$ cat src/rtl/operand_aligner_if.sv
// Operand/result bundle for operand_aligner: an accept-side handshake carrying
// the two operands and a result-side handshake carrying the aligned pair.
interface operand_aligner_if #(
  parameter int EXP_W = 8,
  parameter int MAN_W = 28
);
  logic             in_valid;
  logic             in_ready;
  logic [EXP_W-1:0] exp_A;
  logic [EXP_W-1:0] exp_B;
  logic [MAN_W-1:0] mantis_A;
  logic [MAN_W-1:0] mantis_B;
  logic             out_valid;
  logic             out_ready;
  logic [EXP_W-1:0] exp_out;
  logic [MAN_W-1:0] mantis_big;
  logic [MAN_W-1:0] mantis_aligned;
  logic             swapped;

  modport master (
    output in_valid, exp_A, exp_B, mantis_A, mantis_B, out_ready,
    input  in_ready, out_valid, exp_out, mantis_big, mantis_aligned, swapped
  );

  modport slave (
    input  in_valid, exp_A, exp_B, mantis_A, mantis_B, out_ready,
    output in_ready, out_valid, exp_out, mantis_big, mantis_aligned, swapped
  );
endinterface

$ cat src/rtl/operand_aligner.sv
// Multi-cycle exponent aligner: picks the larger operand and right-shifts the smaller
// mantissa by the exponent difference, STEP bits per cycle. Macro OPERAND_ALIGNER_STICKY_EN adds a sticky bit.
module operand_aligner #(
  parameter int EXP_W = 8,
  parameter int MAN_W = 28,
  parameter int STEP  = 4
) (
  input  logic               clk,
  input  logic               rst,
  operand_aligner_if.slave   bus,
  output logic [1:0]         dbg_state
);

  typedef enum logic [1:0] {
    IDLE  = 2'd0,
    SHIFT = 2'd1,
    DONE  = 2'd2
  } state_t;

  localparam logic [EXP_W-1:0] STEP_E = EXP_W'(STEP);

  state_t           state_q, state_d;
  logic [EXP_W-1:0] rem_q, rem_d;
  logic [MAN_W-1:0] work_q, work_d;
  logic [EXP_W-1:0] exp_q, exp_d;
  logic [MAN_W-1:0] big_q, big_d;
  logic             swp_q, swp_d;

  logic             b_big;
  logic [EXP_W-1:0] exp_big, exp_small, diff, sh;
  logic [MAN_W-1:0] man_big, man_small, sat_val, step_res;

  // Operand selection: B wins on larger exponent, or equal exponent and larger mantissa.
  always_comb begin
    b_big     = (bus.exp_B > bus.exp_A) ||
                ((bus.exp_B == bus.exp_A) && (bus.mantis_B > bus.mantis_A));
    exp_big   = b_big ? bus.exp_B    : bus.exp_A;
    exp_small = b_big ? bus.exp_A    : bus.exp_B;
    man_big   = b_big ? bus.mantis_B : bus.mantis_A;
    man_small = b_big ? bus.mantis_A : bus.mantis_B;
    diff      = exp_big - exp_small;
`ifdef OPERAND_ALIGNER_STICKY_EN
    sat_val   = {{(MAN_W-1){1'b0}}, |man_small};
`else
    sat_val   = '0;
`endif
  end

  // One shift step of min(STEP, remaining) bits.
  always_comb begin
    sh       = (rem_q > STEP_E) ? STEP_E : rem_q;
    step_res = work_q >> sh;
`ifdef OPERAND_ALIGNER_STICKY_EN
    step_res[0] = step_res[0] | (|(work_q & ~({MAN_W{1'b1}} << sh)));
`endif
  end

  // Handshakes: a transfer happens on a rising edge where valid and ready are both 1;
  // the producer holds its payload while valid is 1 and ready is 0.
  always_comb begin
    state_d = state_q;
    rem_d   = rem_q;
    work_d  = work_q;
    exp_d   = exp_q;
    big_d   = big_q;
    swp_d   = swp_q;
    case (state_q)
      IDLE: begin
        if (bus.in_valid) begin
          exp_d = exp_big;
          big_d = man_big;
          swp_d = b_big;
          if (diff == '0) begin
            work_d  = man_small;
            rem_d   = '0;
            state_d = DONE;
          end else if (32'(diff) >= MAN_W) begin
            work_d  = sat_val;
            rem_d   = '0;
            state_d = DONE;
          end else begin
            work_d  = man_small;
            rem_d   = diff;
            state_d = SHIFT;
          end
        end
      end
      SHIFT: begin
        work_d = step_res;
        rem_d  = rem_q - sh;
        if (rem_q == sh) state_d = DONE;
      end
      DONE: begin
        if (bus.out_ready) state_d = IDLE;
      end
      default: state_d = IDLE;
    endcase
  end

  always_ff @(posedge clk) begin
    if (rst) begin
      state_q <= IDLE;
      rem_q   <= '0;
      work_q  <= '0;
      exp_q   <= '0;
      big_q   <= '0;
      swp_q   <= 1'b0;
    end else begin
      state_q <= state_d;
      rem_q   <= rem_d;
      work_q  <= work_d;
      exp_q   <= exp_d;
      big_q   <= big_d;
      swp_q   <= swp_d;
    end
  end

  assign bus.in_ready       = (state_q == IDLE) && !rst;
  assign bus.out_valid      = (state_q == DONE);
  assign bus.exp_out        = exp_q;
  assign bus.mantis_big     = big_q;
  assign bus.mantis_aligned = work_q;
  assign bus.swapped        = swp_q;
  assign dbg_state          = state_q;

endmodule

$ cat src/flat_wrapper.sv
// flat-port wrapper written by rule: the top's interface ports become plain ports
module operand_aligner_flat 
#(
  parameter int EXP_W = 8,
  parameter int MAN_W = 28,
  parameter int STEP  = 4
)
  (clk, rst, dbg_state, bus_in_valid, bus_exp_A, bus_exp_B, bus_mantis_A, bus_mantis_B, bus_out_ready, bus_in_ready, bus_out_valid, bus_exp_out, bus_mantis_big, bus_mantis_aligned, bus_swapped);
  operand_aligner_if #(.EXP_W(EXP_W), .MAN_W(MAN_W)) bus_i ();
  input  logic clk;
  input  logic rst;
  output logic [1:0] dbg_state;
  input wire logic [$bits(bus_i.in_valid)-1:0] bus_in_valid;
  input wire logic [$bits(bus_i.exp_A)-1:0] bus_exp_A;
  input wire logic [$bits(bus_i.exp_B)-1:0] bus_exp_B;
  input wire logic [$bits(bus_i.mantis_A)-1:0] bus_mantis_A;
  input wire logic [$bits(bus_i.mantis_B)-1:0] bus_mantis_B;
  input wire logic [$bits(bus_i.out_ready)-1:0] bus_out_ready;
  output wire logic [$bits(bus_i.in_ready)-1:0] bus_in_ready;
  output wire logic [$bits(bus_i.out_valid)-1:0] bus_out_valid;
  output wire logic [$bits(bus_i.exp_out)-1:0] bus_exp_out;
  output wire logic [$bits(bus_i.mantis_big)-1:0] bus_mantis_big;
  output wire logic [$bits(bus_i.mantis_aligned)-1:0] bus_mantis_aligned;
  output wire logic [$bits(bus_i.swapped)-1:0] bus_swapped;
  assign bus_i.in_valid = bus_in_valid;
  assign bus_i.exp_A = bus_exp_A;
  assign bus_i.exp_B = bus_exp_B;
  assign bus_i.mantis_A = bus_mantis_A;
  assign bus_i.mantis_B = bus_mantis_B;
  assign bus_i.out_ready = bus_out_ready;
  assign bus_in_ready = bus_i.in_ready;
  assign bus_out_valid = bus_i.out_valid;
  assign bus_exp_out = bus_i.exp_out;
  assign bus_mantis_big = bus_i.mantis_big;
  assign bus_mantis_aligned = bus_i.mantis_aligned;
  assign bus_swapped = bus_i.swapped;
  operand_aligner #(.EXP_W(EXP_W), .MAN_W(MAN_W), .STEP(STEP)) u_core (.clk(clk), .rst(rst), .bus(bus_i), .dbg_state(dbg_state));
endmodule
$ cat config.mk
export PLATFORM = sky130hd
export DESIGN_NAME = operand_aligner_flat
export DESIGN_NICKNAME = d
export VERILOG_FILES = /design/src/rtl/operand_aligner_if.sv /design/src/rtl/operand_aligner.sv /design/src/flat_wrapper.sv
export SDC_FILE = /design/constraint.sdc
export NUM_CORES = 1
export LEC_CHECK = 0
export BUFFER_PORTS_ARGS = -buffer_cell sky130_fd_sc_hd__buf_4
export CORE_ASPECT_RATIO = 0.7
export CORE_UTILIZATION = 59
export DETAILED_ROUTE_END_ITERATION = 10
export PLACE_DENSITY = 0.95
export SLEW_MARGIN = 10
export SYNTH_ARGS = -nofsm -noshare
export SYNTH_HDL_FRONTEND = slang
export SYNTH_SLANG_ARGS = --single-unit
$ cat constraint.sdc
create_clock -name clk -period 10.1 [get_ports clk]
set_input_delay 1.01 -clock clk [delete_from_list [all_inputs] [get_ports clk]]
set_output_delay 1.01 -clock clk [all_outputs]
set_load 0.1 [all_outputs]
[Word level (Yosys, flattened, before mapping)]
Cells that the tools add are included.
Storage, ports and cells
  logic and storage cells: 49
  flip-flop bits (word level): 75
  output and inout port bits: 69
Operators by class
  multiplexer cells: 19
  add/sub/neg operators: 2
  equal/unequal tests: 7
  reduce and logical (&&, ||, !) cells: 10
  shift operators: 1
  order comparisons: 4
Operators with widths (number)
  28-bit 2-to-1 mux: 5
  28-bit case mux with 2 select lines: 1
  8-bit 2-to-1 mux: 6
  28-bit > comparator: 1
  28-bit by 8-bit right shift with 28-bit output: 1
  8-bit equality test: 2
  8-bit case mux with 2 select lines: 1
  8-bit subtractor: 2
  2-bit 2-to-1 mux: 5
  8-bit by 5-bit >= comparator with 1-bit output (second input constant): 1
  8-bit by 3-bit > comparator with 1-bit output (second input constant): 1
  8-bit > comparator: 1
  8-bit zero test: 1
  2-bit case mux with 3 select lines: 1
  2-bit inequality test (second input constant): 2
  2-bit AND reduction: 2
  3-bit AND reduction: 1
  2-bit by 1-bit equality test with 1-bit output (second input constant): 1
  2-bit equality test (second input constant): 1
  1-bit logical AND: 2
  2-bit zero test: 1
  2-bit by 1-bit inequality test with 1-bit output (second input constant): 1
  2-bit nonzero test: 1
  1-bit zero test: 1
  1-bit logical OR: 1

[Longest topological paths before layout]
  depth in word-level cells: 10
  gate-level depth with buffers: 17

[Worst setup path after synthesis]
OpenSTA, ideal clock, no wires.
  path kind: in2reg
  start point: input port bus_exp_A[3]
  end point: register u_core.work_q[3], in the netlist u_core.bus.mantis_aligned[3]
  slack: 5.601 ns
  required time: 10.025 ns
  buffers on the path: 3
  cell stages on the path: 17
  data arrival time: 4.424 ns
  cell sequence: inv_1 ha_1 buf_2 and3_4 a221o_1 a221o_1 o21ai_2 a31o_1 buf_6 mux2i_1 o2111ai_1 a31oi_1 or3_1 a211o_1 buf_6 or4_1 a31oi_1
Between the ends
  word-level cells in the longest chain between the ends: 10
RTL lines
  start: declaration: RTL line flat_wrapper.sv:14  | input wire logic [$bits(bus_i.exp_A)-1:0] bus_exp_A;
  parallel branches: the longest is 7 deep, another holds 8-bit > comparator
  28-bit 2-to-1 mux *: RTL line operand_aligner.sv:73  | if (diff == '0) begin
  28-bit 2-to-1 mux *: RTL line operand_aligner.sv:69  | if (bus.in_valid) begin
  28-bit case mux with 2 select lines *: RTL line operand_aligner.sv:67  | case (state_q)
  end signal: assignment: RTL line operand_aligner.sv:111  | work_q <= work_d;
  end: declaration: RTL line operand_aligner.sv:24  | logic [MAN_W-1:0] work_q, work_d;
Mark *: on every way between the ends. The select of a mux whose other input is x is not followed.
A chain may end at the register's enable or synchronous reset.

[Final worst setup path]
  start point: input port bus_mantis_A[26]
  end point: register u_core.work_q[12], in the netlist u_core.bus.mantis_aligned[12]
Between the ends
  word-level cells in the longest chain between the ends: 10
RTL lines
  start: declaration: RTL line flat_wrapper.sv:16  | input wire logic [$bits(bus_i.mantis_A)-1:0] bus_mantis_A;
  28-bit > comparator *: RTL line operand_aligner.sv:36  | ((bus.exp_B == bus.exp_A) && (bus.mantis_B > bus.mantis_A));
  1-bit logical AND *: RTL line operand_aligner.sv:36
  1-bit logical OR *: RTL line operand_aligner.sv:35  | b_big = (bus.exp_B > bus.exp_A) ||
  8-bit 2-to-1 mux (on tied branches): RTL line operand_aligner.sv:37, operand_aligner.sv:38
  8-bit subtractor: RTL line operand_aligner.sv:41  | diff = exp_big - exp_small;
  8-bit by 5-bit >= comparator with 1-bit output: RTL line operand_aligner.sv:77  | end else if (32'(diff) >= MAN_W) begin
  28-bit 2-to-1 mux: RTL line operand_aligner.sv:77
  28-bit 2-to-1 mux *: RTL line operand_aligner.sv:73
  28-bit 2-to-1 mux *: RTL line operand_aligner.sv:69
  28-bit case mux with 2 select lines *: RTL line operand_aligner.sv:67
Every way passes the cells marked *; elsewhere a longest branch is shown, timed or not. The select of a mux whose other input is x is not followed.

==> key figures <==
Placement
  • Placer Congestion: 0.947
  • Final HPWL DP: 14100 um
  • IO Port Bufs: 144
  • Placed Area: 0.00689 mm2

Cells and area
  • Area Overhead vs Synth: 23.8%
  • Fillers: 659
  • Nets: 961
  • Post-layout util: 0.773
  • Share of cells above drive strength 1: 0.231
  • Post-route cell area: 0.00721 mm2
  • Ant. Diodes: 0

Critical path
  • CP Buf/Inv Count: 3
  • Crit-path max cell delay: 0.73 ns
  • Delay-heaviest family, CP: compound AO/OA/AOI/OAI gates
  • Crit-path slowest cell: buf_4
  • Required time of the critical path: 10.38 ns
  • Critical path cell sequence: buf_4, inv_1, ha_1, nand4_1, nor4_1, nand2_1, o21ai_2, a31o_4, buf_4, mux2i_1, o2111ai_1, a31oi_1, or3_1, a211o_1, nor4_1, o221a_2
  • Element type at the critical path end: flip-flop
  • Worst EP arrival: 6.54 ns
  • Crit Path Category: in2reg
  • Max FO, Critical Path: 71
  • Crit path launch type: input pin

Power
  • Worst VDD drop: 176 uV
  • Net Switching: 0.000649 W
  • Pleak: 3.32 nW
  • Logic pwr share: 0.488
  • Sequential fraction of design power: 0.270
  • Pint: 0.000703 W
  • Sw frac: 0.480
  • PwrDens: 187 mW/mm2
  • Clk pwr share: 0.243

STA
  • Clk_skew: 0.00511 ns
  • Final hold viol count: 0
  • RSZ-0062 raised after global routing: false
  • Setup_tns: 0 ns
  • Slew at the pin with the worst max-slew slack: 1.15 ns
  • Final Slew Violations: 0
  • Crit share post-route: 0.620
  • Slew HR: 0.229
  • Fmax: 160 MHz
  • Min cycle time layout: 6.26 ns
  • Final setup viols: 0

Logic synthesis
  • Largest cells by area after synthesis: dfxtp_1 (26%), mux2i_1 (14%), ha_1 (7.9%), nor2_1 (5.6%), a21oi_1 (5.4%)
  • Register area share after synthesis: 0.258
  • Synth async-reset ratio: 0
  • Most frequent cell after synthesis: nor2_1
  • Yosys top cell by area: dfxtp_1
  • Area share of the largest cell type after synthesis: 0.258
  • EDFF count, synth: 0
  • Post-synthesis cell count: 745
  • #FFs+latches synth: 75
  • Netlist cell types: 56
  • Number of synthesis warnings: 0
  • Syn nets: 858
  • Synth cell count leaders: nor2_1 (87), mux2i_1 (84), dfxtp_1 (75)
  • Syn_area_per_cell: 7.82 um2
  • Synth Cell Area: 0.00582 mm2
  • Primary FF master, synth: dfxtp_1

Global routing
  • Total congestion overflow: 0
  • Initial antenna violation count: 0
  • First-pass GRT wire length: 30700 um
  • GRT Total Usage: 0.380
  • Number of global-route vias before repair: 6054
  • Largest net degree at the start of global routing: 78

Detailed routing
  • DRT antenna net count: 0
  • Initial DRC count: 892
  • Post-DR wirelength/cell: 19.8 um
  • Vias per cell: 6.58
  • Total wire length: 19300 um
  • Total DRC errors in the routed layout: 0
  • DR vias: 6433
  • Detailed Routing Iterations Pass 1: 6

Die
  • I/O pins: 145
  • Die extent in x: 121 um
  • Die height: 85.1 um
  • Area of the core: 0.00933 mm2
  • Row cnt: 29
  • Initial Utilization: 0.625
  • Die Area: 0.0103 mm2

Clock tree
  • Clock sink count: 75
  • Postcts setup bufs: 0
  • H-tree depth: 3
  • Clk root buf: clkbuf_16
  • CTS resizes: 0
  • Clock Latency Late Sink: 0.34 ns
  • Clock Path Buffers: 2
  • Clock-pin slew on the worst setup and hold paths: 0.06 ns
  • Num CTS Buffers: 9
  • Hold_buf cts: 0
  • CTS tree: built

Job
  • Total of max-cap violations: 0

Outcome
  • Status: finished, final reports clean

Hold path
  • HP Class: reg2reg
==> per-stage QoR <==
step           setup WS (ns)  hold WS (ns)  power, W  instances
3_5_place_dp            3.76         0.490   0.00101        961
3_3_place_gp            3.97         0.476  0.000993        961
6_report                3.84         0.503   0.00135        977
2_1_floorplan           5.60         0.461  0.000857        745
5_1_grt                 3.59         0.524   0.00140        977
4_1_cts                 4.10         0.498   0.00134        977
==> flip-flops by register name (all words and copies together), names as in the netlist <==
name	count
u_core.bus.exp_out	8
u_core.bus.mantis_aligned	28
u_core.bus.mantis_big	28
u_core.bus.swapped	1
u_core.dbg_state	2
u_core.rem_q	8
==> layer usage <==
metal | GRT usage | share of wire | vias to the layer above
met4 | 0.158 | 0.030 | 0
met5 | 0 | 0 | -
met3 | 0.0901 | 0.10 | 62
met2 | 0.603 | 0.45 | 420
met1 | 0.496 | 0.41 | 2979
li1 | - | - | 2972
==> path summary, 6_finish.rpt <==
path         cells after the start                          from                                         end  slack (ns)
min reg2reg                      1  u_core.rem_q[7]$_SDFFE_PP0P_                u_core.rem_q[7]$_SDFFE_PP0P_        0.50
max                             16              bus_mantis_A[26]  u_core.bus.mantis_aligned[12]$_SDFFE_PP0P_        3.84
min                              1  u_core.rem_q[7]$_SDFFE_PP0P_                u_core.rem_q[7]$_SDFFE_PP0P_        0.50
max reg2reg                      9  u_core.rem_q[3]$_SDFFE_PP0P_  u_core.bus.mantis_aligned[10]$_SDFFE_PP0P_        6.76
==> logic make-up (layout without fill, tap and decap cells) <==
family	after synthesis	in the layout	share of synthesized area
mux	86	86	0.148
simple gates	234	234	0.190
xor+xnor	10	10	0.0150
compound gates	201	201	0.241
buf+inv	101	209	0.0681
other cells	1	1	0.000644
fa+ha+maj	37	37	0.0795
flops	75	75	0.258
==> cell type report <==
cell class,instances,area [um2],area share
multi-input combinational,569,3960,0.549
sequential,75,1500,0.208
timing repair buffer,151,1130,0.157
clock buffer,14,284,0.0394
inverter,42,158,0.0219
tap,124,155,0.0215
clock inverter,2,16.3,0.00226
==> placed cells by master, fill, tap and decap left out, types with 3 or more instances in the layout <==
master     instances
a21oi_1           63
nand2b_1           9
nor2b_1            4
dfxtp_1           75
ha_1              37
inv_1             41
o21ai_0           20
a31oi_1            6
nor2_1            86
nor3_1            11
a22oi_1           21
and3_1             6
clkbuf_16          9
o221a_2           21
clkbuf_8           4
a21boi_0           3
xnor2_1            7
o211ai_1           4
nor4_1            27
buf_4            151
a211oi_1          37
nand3_1           11
mux2i_1           84
or4_1              7
nand2_1           53
nand4_1            9
a221oi_1           4
and2_1             3
==> power groups by stage <==
stage | Sequential [W] | Clock (W) | Combinational (W)
floorplan | 0.000598 | 0 | 0.000259
global placement | 0.000366 | 0 | 0.000627
detailed placement | 0.000369 | 0 | 0.000642
CTS | 0.000363 | 0.000327 | 0.000647
global route | 0.000368 | 0.000339 | 0.000691
finish | 0.000364 | 0.000328 | 0.000659
==> worst register-to-register path, cell delays in order (launching register included) <==
cell and delay, ns:
dfxtp_1 0.36, or3_1 0.47, nor3_1 0.58, and3_1 0.27, buf_4 0.38, mux2i_1 0.33
mux2i_1 0.19, a22oi_1 0.28, nand2_1 0.11, o221a_2 0.25
(Power assumes the default switching activity.)
